### src/rtl/armleo_axi_read_mux_ot.sv
// armleo_axi_read_mux_ot
//   N-host to 1-device AXI4 read interconnect that allows several bursts in flight.
//   The AR channel is round-robin arbitrated per transaction. It is released after each
//   address handshake and is not held for the data burst. The winning host index is
//   prepended to the downstream ARID. R beats are steered back to their host by the upper
//   RID bits. A per-host outstanding counter stops a host from issuing more than
//   MAX_OUTSTANDING bursts.
//
// Ports
//   clk, rst              : clock, synchronous active-high reset
//   upstream_axi_ar*      : per-host AR channels, host i at slice i of each packed bus
//   upstream_axi_r*       : per-host R channels, host i at slice i of each packed bus
//   downstream_axi_ar*    : device-side AR channel, arid is DS_ID_WIDTH wide
//   downstream_axi_r*     : device-side R channel, rid is DS_ID_WIDTH wide
//   bad_rid               : pulses for each R beat whose host index is out of range
module armleo_axi_read_mux_ot #(
  parameter int HOST_NUMBER     = 4,
  parameter int ADDR_WIDTH      = 32,
  parameter int DATA_WIDTH      = 32,
  parameter int ID_WIDTH        = 4,
  parameter int MAX_OUTSTANDING = 4,
  localparam int HIDX_W         = (HOST_NUMBER > 1) ? $clog2(HOST_NUMBER) : 1,
  localparam int DS_ID_WIDTH    = ID_WIDTH + HIDX_W
) (
  input  logic                             clk,
  input  logic                             rst,

  input  logic [HOST_NUMBER-1:0]           upstream_axi_arvalid,
  output logic [HOST_NUMBER-1:0]           upstream_axi_arready,
  input  logic [HOST_NUMBER*ADDR_WIDTH-1:0] upstream_axi_araddr,
  input  logic [HOST_NUMBER*8-1:0]         upstream_axi_arlen,
  input  logic [HOST_NUMBER*3-1:0]         upstream_axi_arsize,
  input  logic [HOST_NUMBER*2-1:0]         upstream_axi_arburst,
  input  logic [HOST_NUMBER*ID_WIDTH-1:0]  upstream_axi_arid,
  input  logic [HOST_NUMBER-1:0]           upstream_axi_arlock,
  input  logic [HOST_NUMBER*3-1:0]         upstream_axi_arprot,

  output logic [HOST_NUMBER-1:0]           upstream_axi_rvalid,
  input  logic [HOST_NUMBER-1:0]           upstream_axi_rready,
  output logic [HOST_NUMBER*2-1:0]         upstream_axi_rresp,
  output logic [HOST_NUMBER-1:0]           upstream_axi_rlast,
  output logic [HOST_NUMBER*DATA_WIDTH-1:0] upstream_axi_rdata,
  output logic [HOST_NUMBER*ID_WIDTH-1:0]  upstream_axi_rid,

  output logic                             downstream_axi_arvalid,
  input  logic                             downstream_axi_arready,
  output logic [ADDR_WIDTH-1:0]            downstream_axi_araddr,
  output logic [7:0]                       downstream_axi_arlen,
  output logic [2:0]                       downstream_axi_arsize,
  output logic [1:0]                       downstream_axi_arburst,
  output logic [DS_ID_WIDTH-1:0]           downstream_axi_arid,
  output logic                             downstream_axi_arlock,
  output logic [2:0]                       downstream_axi_arprot,

  input  logic                             downstream_axi_rvalid,
  output logic                             downstream_axi_rready,
  input  logic [1:0]                       downstream_axi_rresp,
  input  logic                             downstream_axi_rlast,
  input  logic [DATA_WIDTH-1:0]            downstream_axi_rdata,
  input  logic [DS_ID_WIDTH-1:0]           downstream_axi_rid,

  output logic                             bad_rid
);

  localparam int CNT_W = $clog2(MAX_OUTSTANDING + 1);
  localparam logic [CNT_W-1:0]  CNT_MAX  = CNT_W'(MAX_OUTSTANDING);
  localparam logic [HIDX_W:0]   HOST_LIM = (HIDX_W+1)'(HOST_NUMBER);
  localparam logic [HIDX_W-1:0] HOST_LAST = HIDX_W'(HOST_NUMBER - 1);

  typedef enum logic {ARB = 1'b0, ISSUE = 1'b1} state_t;

  state_t            r_state;
  state_t            w_state_nxt;
  logic [HIDX_W-1:0] r_sel;
  logic [HIDX_W-1:0] r_ptr;
  logic [CNT_W-1:0]  r_cnt [HOST_NUMBER];

  logic [HOST_NUMBER-1:0] w_elig;
  logic [HOST_NUMBER-1:0] w_inc;
  logic [HOST_NUMBER-1:0] w_dec;
  logic [HIDX_W-1:0]      w_pick;
  logic                   w_pick_found;
  logic                   w_ar_hs;
  logic [HIDX_W-1:0]      w_ptr_nxt;
  logic [HIDX_W-1:0]      w_rhost;
  logic                   w_rhost_ok;
  logic                   w_sel_rready;

  // A host may compete only while it has room for another burst in flight.
  always_comb begin
    for (int i = 0; i < HOST_NUMBER; i++) begin
      w_elig[i] = upstream_axi_arvalid[i] && (r_cnt[i] < CNT_MAX);
    end
  end

  // Round-robin pick. The scan runs from the far end toward the pointer, so the eligible
  // host closest to the pointer overwrites any earlier candidate and wins.
  always_comb begin
    int idx;
    idx          = 0;
    w_pick       = r_ptr;
    w_pick_found = 1'b0;
    for (int k = HOST_NUMBER - 1; k >= 0; k--) begin
      idx = int'(r_ptr) + k;
      if (idx >= HOST_NUMBER) idx = idx - HOST_NUMBER;
      if (w_elig[idx]) begin
        w_pick       = HIDX_W'(idx);
        w_pick_found = 1'b1;
      end
    end
  end

  assign w_ar_hs   = (r_state == ISSUE) && downstream_axi_arready;
  assign w_ptr_nxt = (r_sel == HOST_LAST) ? '0 : r_sel + 1'b1;

  // AR FSM: state register
  always_ff @(posedge clk) begin
    if (rst) r_state <= ARB;
    else     r_state <= w_state_nxt;
  end

  // AR FSM: next state
  always_comb begin
    w_state_nxt = r_state;
    case (r_state)
      ARB:     if (w_pick_found) w_state_nxt = ISSUE;
      ISSUE:   if (downstream_axi_arready) w_state_nxt = ARB;
      default: w_state_nxt = ARB;
    endcase
  end

  // The grant is latched once, in ARB. It is then held until the address handshake,
  // so the downstream arvalid is never withdrawn.
  always_ff @(posedge clk) begin
    if (rst) begin
      r_sel <= '0;
      r_ptr <= '0;
    end else begin
      if (r_state == ARB && w_pick_found) r_sel <= w_pick;
      if (w_ar_hs) r_ptr <= w_ptr_nxt;
    end
  end

  // AR FSM: outputs. AR fields are muxed from the selected host.
  always_comb begin
    upstream_axi_arready   = '0;
    downstream_axi_arvalid = (r_state == ISSUE) && !rst;
    downstream_axi_araddr  = '0;
    downstream_axi_arlen   = '0;
    downstream_axi_arsize  = '0;
    downstream_axi_arburst = '0;
    downstream_axi_arid    = '0;
    downstream_axi_arlock  = 1'b0;
    downstream_axi_arprot  = '0;
    for (int i = 0; i < HOST_NUMBER; i++) begin
      if (r_sel == HIDX_W'(i)) begin
        upstream_axi_arready[i] = downstream_axi_arvalid && downstream_axi_arready;
        downstream_axi_araddr   = upstream_axi_araddr[i*ADDR_WIDTH +: ADDR_WIDTH];
        downstream_axi_arlen    = upstream_axi_arlen[i*8 +: 8];
        downstream_axi_arsize   = upstream_axi_arsize[i*3 +: 3];
        downstream_axi_arburst  = upstream_axi_arburst[i*2 +: 2];
        downstream_axi_arid     = {r_sel, upstream_axi_arid[i*ID_WIDTH +: ID_WIDTH]};
        downstream_axi_arlock   = upstream_axi_arlock[i];
        downstream_axi_arprot   = upstream_axi_arprot[i*3 +: 3];
      end
    end
  end

  // R routing is purely combinational. Only rvalid is steered; the payload is broadcast to
  // every host.
  assign w_rhost    = downstream_axi_rid[DS_ID_WIDTH-1:ID_WIDTH];
  assign w_rhost_ok = ({1'b0, w_rhost} < HOST_LIM);

  always_comb begin
    upstream_axi_rvalid = '0;
    w_sel_rready        = 1'b0;
    for (int i = 0; i < HOST_NUMBER; i++) begin
      if (w_rhost == HIDX_W'(i)) begin
        upstream_axi_rvalid[i] = downstream_axi_rvalid && !rst;
        w_sel_rready           = upstream_axi_rready[i];
      end
    end
  end

  // A beat that belongs to no host is accepted and dropped, so the device cannot stall.
  assign downstream_axi_rready = !rst && (w_rhost_ok ? w_sel_rready : 1'b1);
  assign bad_rid               = !rst && downstream_axi_rvalid && !w_rhost_ok;

  assign upstream_axi_rdata = {HOST_NUMBER{downstream_axi_rdata}};
  assign upstream_axi_rresp = {HOST_NUMBER{downstream_axi_rresp}};
  assign upstream_axi_rlast = {HOST_NUMBER{downstream_axi_rlast}};
  assign upstream_axi_rid   = {HOST_NUMBER{downstream_axi_rid[ID_WIDTH-1:0]}};

  // Outstanding counters. An issue and a completion for the same host in the same cycle
  // cancel out. A completion that arrives while the counter is 0 is ignored.
  always_comb begin
    for (int i = 0; i < HOST_NUMBER; i++) begin
      w_inc[i] = w_ar_hs && (r_sel == HIDX_W'(i));
      w_dec[i] = downstream_axi_rvalid && downstream_axi_rready && downstream_axi_rlast
                 && w_rhost_ok && (w_rhost == HIDX_W'(i));
    end
  end

  always_ff @(posedge clk) begin
    if (rst) begin
      for (int i = 0; i < HOST_NUMBER; i++) r_cnt[i] <= '0;
    end else begin
      for (int i = 0; i < HOST_NUMBER; i++) begin
        if (w_inc[i] && !w_dec[i])                      r_cnt[i] <= r_cnt[i] + 1'b1;
        else if (w_dec[i] && !w_inc[i] && r_cnt[i] != '0) r_cnt[i] <= r_cnt[i] - 1'b1;
      end
    end
  end

endmodule

### config.mk
export PLATFORM = sky130hd
export DESIGN_NAME = armleo_axi_read_mux_ot
export DESIGN_NICKNAME = d
export VERILOG_FILES = /design/src/rtl/armleo_axi_read_mux_ot.sv
export SDC_FILE = /design/constraint.sdc
export NUM_CORES = 1
export LEC_CHECK = 0
export CORE_AREA = 2 2 187 189
export DETAILED_ROUTE_END_ITERATION = 10
export DIE_AREA = 0 0 189 191
export GPL_TIMING_DRIVEN = 0
export PLACE_DENSITY = 0.49
export SLEW_MARGIN = 0
export SYNTH_ARGS = -nofsm -noshare
export SYNTH_HDL_FRONTEND = slang
export SYNTH_SLANG_ARGS = --single-unit
### constraint.sdc
create_clock -name clk -period 2.49 [get_ports clk]
set_input_delay 0.498 -clock clk [delete_from_list [all_inputs] [get_ports clk]]
set_output_delay 0.498 -clock clk [all_outputs]
set_load 0.01 [all_outputs]
After elaboration in Yosys (flattened, before gate mapping). Memory sizes are Yosys's and may differ from the RTL's. Index checks and enable logic that the tools add are counted.

Bits in registers: 5. Bits in writable memories: 12. Input port bits: 265. Output and inout bits: 222. Logic and storage cells: 200. Memories kept: 1.

Add/sub/neg operators: 16. Magnitude comparators: 12. Eq/ne operators: 6. Mux-type cells: 106. Bitwise operators: 9. Reduce and logical (&&, ||, !) cells: 47.

Memory list: r_cnt (depth 4, width 3, read ports 4, clocked after memory_dff 0, wr ports 4, RTL line 76) `logic [CNT_W-1:0] r_cnt [HOST_NUMBER];`.

Operators with widths (number): $mux 32 (8); $lt 32x4->1 const B (4); $mux 1 (60); $mux 3 (16); $logic_and 1x1->1 (32); $mux 8 (4); $mux 6 (4); $mux 2 (9); $add 3x1->3 const B (4); $lt 3x3->1 const B (4); $reduce_bool 3->1 (4); $sub 3x1->3 const B (4); $sub 3x3->4 const B (3); $ge 3x3->1 const B (3); $logic_not 1->1 (9); $bmux 1 s2 (4); $eq 2x2->1 const B (4); $or 1x1->1 (8); $add 2x2->3 const B (2); $eq 2x1->1 const B (2); $logic_not 2->1 (2); $sub 2x3->4 const B (1); $add 2x1->3 const B (1); $ge 2x3->1 const B (1); 3 further kinds (3).

Logic depth before layout (Yosys ltp).
Depth in word-level cells: 16. Mapped depth: 10. Depth with buffers taken out: 9.

Least setup slack after synthesis. No wires, ideal clock.

Path type: reg-to-reg. Start point: register r_sel[0]. End point: memory r_cnt[2][2] (netlist name), data pin. Setup time: 0.257 ns. Data arrival time: 1.823 ns. Required time: 2.233 ns. Setup slack: 0.410 ns. Cell stages (with the launch flop): 11. Cells stage by stage: dfxtp_1 > inv_1 > ha_1 > buf_2 > nand3_1 > o31ai_1 > or2_1 > fa_1 > xnor2_1 > nand3_1 > o21ai_2.

RTL lines: from (decl) (RTL line 74) `logic [HIDX_W-1:0] r_sel;`; from (signal assigned) (RTL line 139) `if (r_state == ARB && w_pick_found) r_sel <= w_pick;`; to (decl) (RTL line 76).

Worst setup path in the final report.
Start point: register r_sel[0]. End point: output downstream_axi_araddr[13].

Cells in the longest elaborated chain, start to end: 5.

Ends and longest elaborated chain: $logic_not 2->1 (RTL line 156) `if (r_sel == HIDX_W'(i)) begin`; $mux 32 (3 in a row) (RTL line 156); $mux 32 (*) (RTL line 156); to (decl) (RTL line 47) `output logic [ADDR_WIDTH-1:0] downstream_axi_araddr,`.

Every way passes the cells marked *; elsewhere a longest branch is shown, timed or not.

==> flow_summary_export.csv <==
group,metric,value,unit
status,status,"finished, final reports clean",
layout,multi_input_area,2480,um^2
synth,synth.cell_area,4110,um^2
floorplan,dieArea,36100,um^2
worst_hold_path,hold_class,"flip-flop to flip-flop",
floorplan,num_rows,68,
routing,vias_per_cell,3.82,
worst_hold_path,hold_end,"r_ptr[1]$_SDFFE_PP0P_",
routing,final_antenna_net_count,0,
clock_tree,htree_levels,1,
worst_hold_path,min_from,"r_ptr[1]$_SDFFE_PP0P_",
sta,slew_violations,0,
floorplan,dieHeight,191,um
clock_tree,clk-insertion-delay-late,0.25,ns
synth,synth_compound_gate_area_share,0.251,
critical_path,crit_type,"flip-flop to output pin",
layout,fin_cells,1462,
pwr,ir_drop,0.000213,V
layout,drive_above_1_share,0.308,
routing,drc,0,
clock_tree,cts_tree,"yes",
layout,seq_area,468,um^2
sta,fmax,0.409,GHz
critical_path,r2r_slack,0.29,ns
floorplan,fp.coreArea,34100,um^2
synth,synth_top_family_by_area,"buffers and inverters",
clock_tree,cts_hold_buffers,0,
critical_path,regToRegEndpoint,"r_cnt[2][2]$_SDFFCE_PN0P_",
synth,synthAdderAreaFrac,0.0359,
synth,synth_fp_nets,826,
global_routing,grt_pass1_wl,35300,um
synth,synth_xor_xnor_area_share,0.00640,
critical_path,reg2regPathDepth,10,
sta,hold_viol,0,
synth,yosysSeqAreaShare,0.112,
layout,antenna_cells,0,
placed_design,hpwl,21600,um
floorplan,start_util,0.120,
layout,final_cell_mix,"clkdlybuf4s50_1, buf_4, nand2_1",
synth,syn_avg_cell_area,7.45,um^2
critical_path,cp.required,1.99,ns
layout,area_delta_synth_final,134,%
floorplan,die_x,189,um
critical_path,cp_max_fo,8,
clock_tree,clkTransAtPathRegs,0.06,ns
sta,setup_viol,0,
critical_path,r2r-start,"r_sel[0]$_SDFFE_PP0P_",
job,cap_violations,0,
synth,synth_simple_gate_area_frac,0.222,
sta,fin_crit_sh,0.983,
clock_tree,clock-sinks,17,
global_routing,antenna_found_initial,0,
pwr,power.leakage,3.85,nW
synth,synth_edf_count,12,
routing,via_count,5590,
pwr,power,2.75,mW
synth,synth_cells,551,
routing,dr.pass1.iters,4,
critical_path,cp_data_arrival_time,1.95,ns
worst_hold_path,hold_depth,2,
placed_design,gp_congestion,0.762,
synth,ys_ff_latch,17,
critical_path,setup.worst_path.start_class,"flip-flop",
synth,synth_warnings,0,
synth,synthMuxAreaShare,0.0244,
synth,synthFlopType,"edfxtp_1",
sta,clock-skew-final,0.00427,ns
global_routing,grt_pass1_vias,5461,
placed_design,port_buffers,446,
sta,grt_setup_unrepaired,"yes",
clock_tree,root_buffer,"clkbuf_16",
routing,drt_iter0_markers,200,
global_routing,grt.overflow.total,0,
placed_design,dp.cells,1452,
routing,wl_per_cell,17.8,um
routing,wl,26000,um
global_routing,grtUsageTotal,0.128,
pwr,p_per_area,286,nW/um^2
clock_tree,clockBufferDepth,2,
floorplan,io_pins,487,
clock_tree,numCtsBuffers,3,
global_routing,grt_max_degree,11,
sta,period_needed,2.45,ns
layout,layout_commonest_cell,"clkdlybuf4s50_1",
synth,ys_async_sr_fraction,0,
critical_path,endpoint_kind,"output pin",
critical_path,critPathLaunch,"r_sel[0]$_SDFFE_PP0P_",
synth,ys_types,49,
layout,nFillCells,3681,
layout,nNetsFinal,1283,
-- report_power, final --
part | internal (mW) | switching (mW) | leakage (nW) | total, mW
clock network | 0.215 | 0.115 | 0.0409 | 0.331
registers | 0.321 | 0.0191 | 0.167 | 0.340
logic | 1.24 | 0.843 | 3.64 | 2.08
-- sequential cells by signal, summed over array words and instances (netlist names) --
signal	count
r_ptr	2
r_state	1
r_cnt	12
r_sel	2
-- synthesized netlist by cell type (all sizes together) (3+ instances only) --
master	count	share of area
a21oi	7	0.0085
nand2	60	0.055
ha	7	0.021
clkbuf	18	0.016
o21ai	7	0.0094
edfxtp	12	0.088
xnor2	3	0.0064
dfxtp	5	0.024
nor2	14	0.014
a221oi	53	0.11
inv	13	0.012
mux2	5	0.016
o31ai	54	0.099
nor2b	57	0.087
fa	3	0.015
nand3	8	0.011
buf	179	0.32
nand2b	13	0.020
and2	3	0.0052
nor3	6	0.0073
-- cell type report --
type,count,area share
multi-input cells,324,0.258
flip-flops and latches,17,0.0487
clock buffers,3,0.00781
repair buffers,454,0.458
well taps,455,0.0592
inverters,13,0.00560
clock inverters,1,0.000520
plain buffers,195,0.162
-- how the worst max path moves through the flow --
stage                                            to  slack [ns]  cells past startpoint
final                     downstream_axi_araddr[13]        0.04                      8
after global routing       downstream_axi_araddr[3]       -0.03                      8
after CTS                 downstream_axi_araddr[25]       -0.05                      8
after detailed placement  downstream_axi_araddr[15]       -0.81                      8
after global placement    downstream_axi_araddr[15]       -0.86                      8
after floorplan           r_cnt[2][2]$_SDFFCE_PN0P_        0.41                     10
-- per-layer routing --
metal,global-route usage,part of all wire,up-vias
met5,0,0,-
met4,0.0189,0.012,0
met3,0.0303,0.073,16
met2,0.238,0.52,242
met1,0.151,0.40,2613
li1,-,-,2719
-- critical path, stage by stage (launching register included) --
cell and delay [ns]:
dfxtp_4 0.40, inv_4 0.06, ha_4 0.17, nor2b_4 0.13, buf_12 0.15, buf_12 0.14
a221oi_2 0.27, o31ai_1 0.11, clkdlybuf4s15_2 0.25
-- metrics by stage --
stage / setup TNS (ns) / cell area [um^2] / utilization / setup slack, ns / hold WS, ns
final: 0 / 9620 / 0.282 / 0.0430 / 0.534
after detailed placement: -34.70 / 9140 / 0.268 / -0.813 / 0.515
after global routing: -0.150 / 9620 / 0.282 / -0.0254 / 0.584
after global placement: -35.10 / 9140 / 0.268 / -0.859 / 0.507
after floorplan: 0 / 4110 / - / 0.410 / 0.475
after CTS: -0.158 / 9420 / 0.276 / -0.0466 / 0.519
-- cell families after synthesis --
family | Yosys count
other | 1
buffers and inverters | 210
AO/OA/AOI/OAI | 131
flip-flops | 17
XOR/XNOR | 3
multiplexers | 7
AND/OR/NAND/NOR | 172
adder cells (fa/ha/maj) | 10
-- what timing repair did --
action                     in CTS  in global routing
buffers inserted                3                  2
pin swaps                       6                  9
setup endpoints to repair      64                 50
gates resized for setup       306                 55
gates cloned                    0                  3
Power figures use the tool's default switching activity.
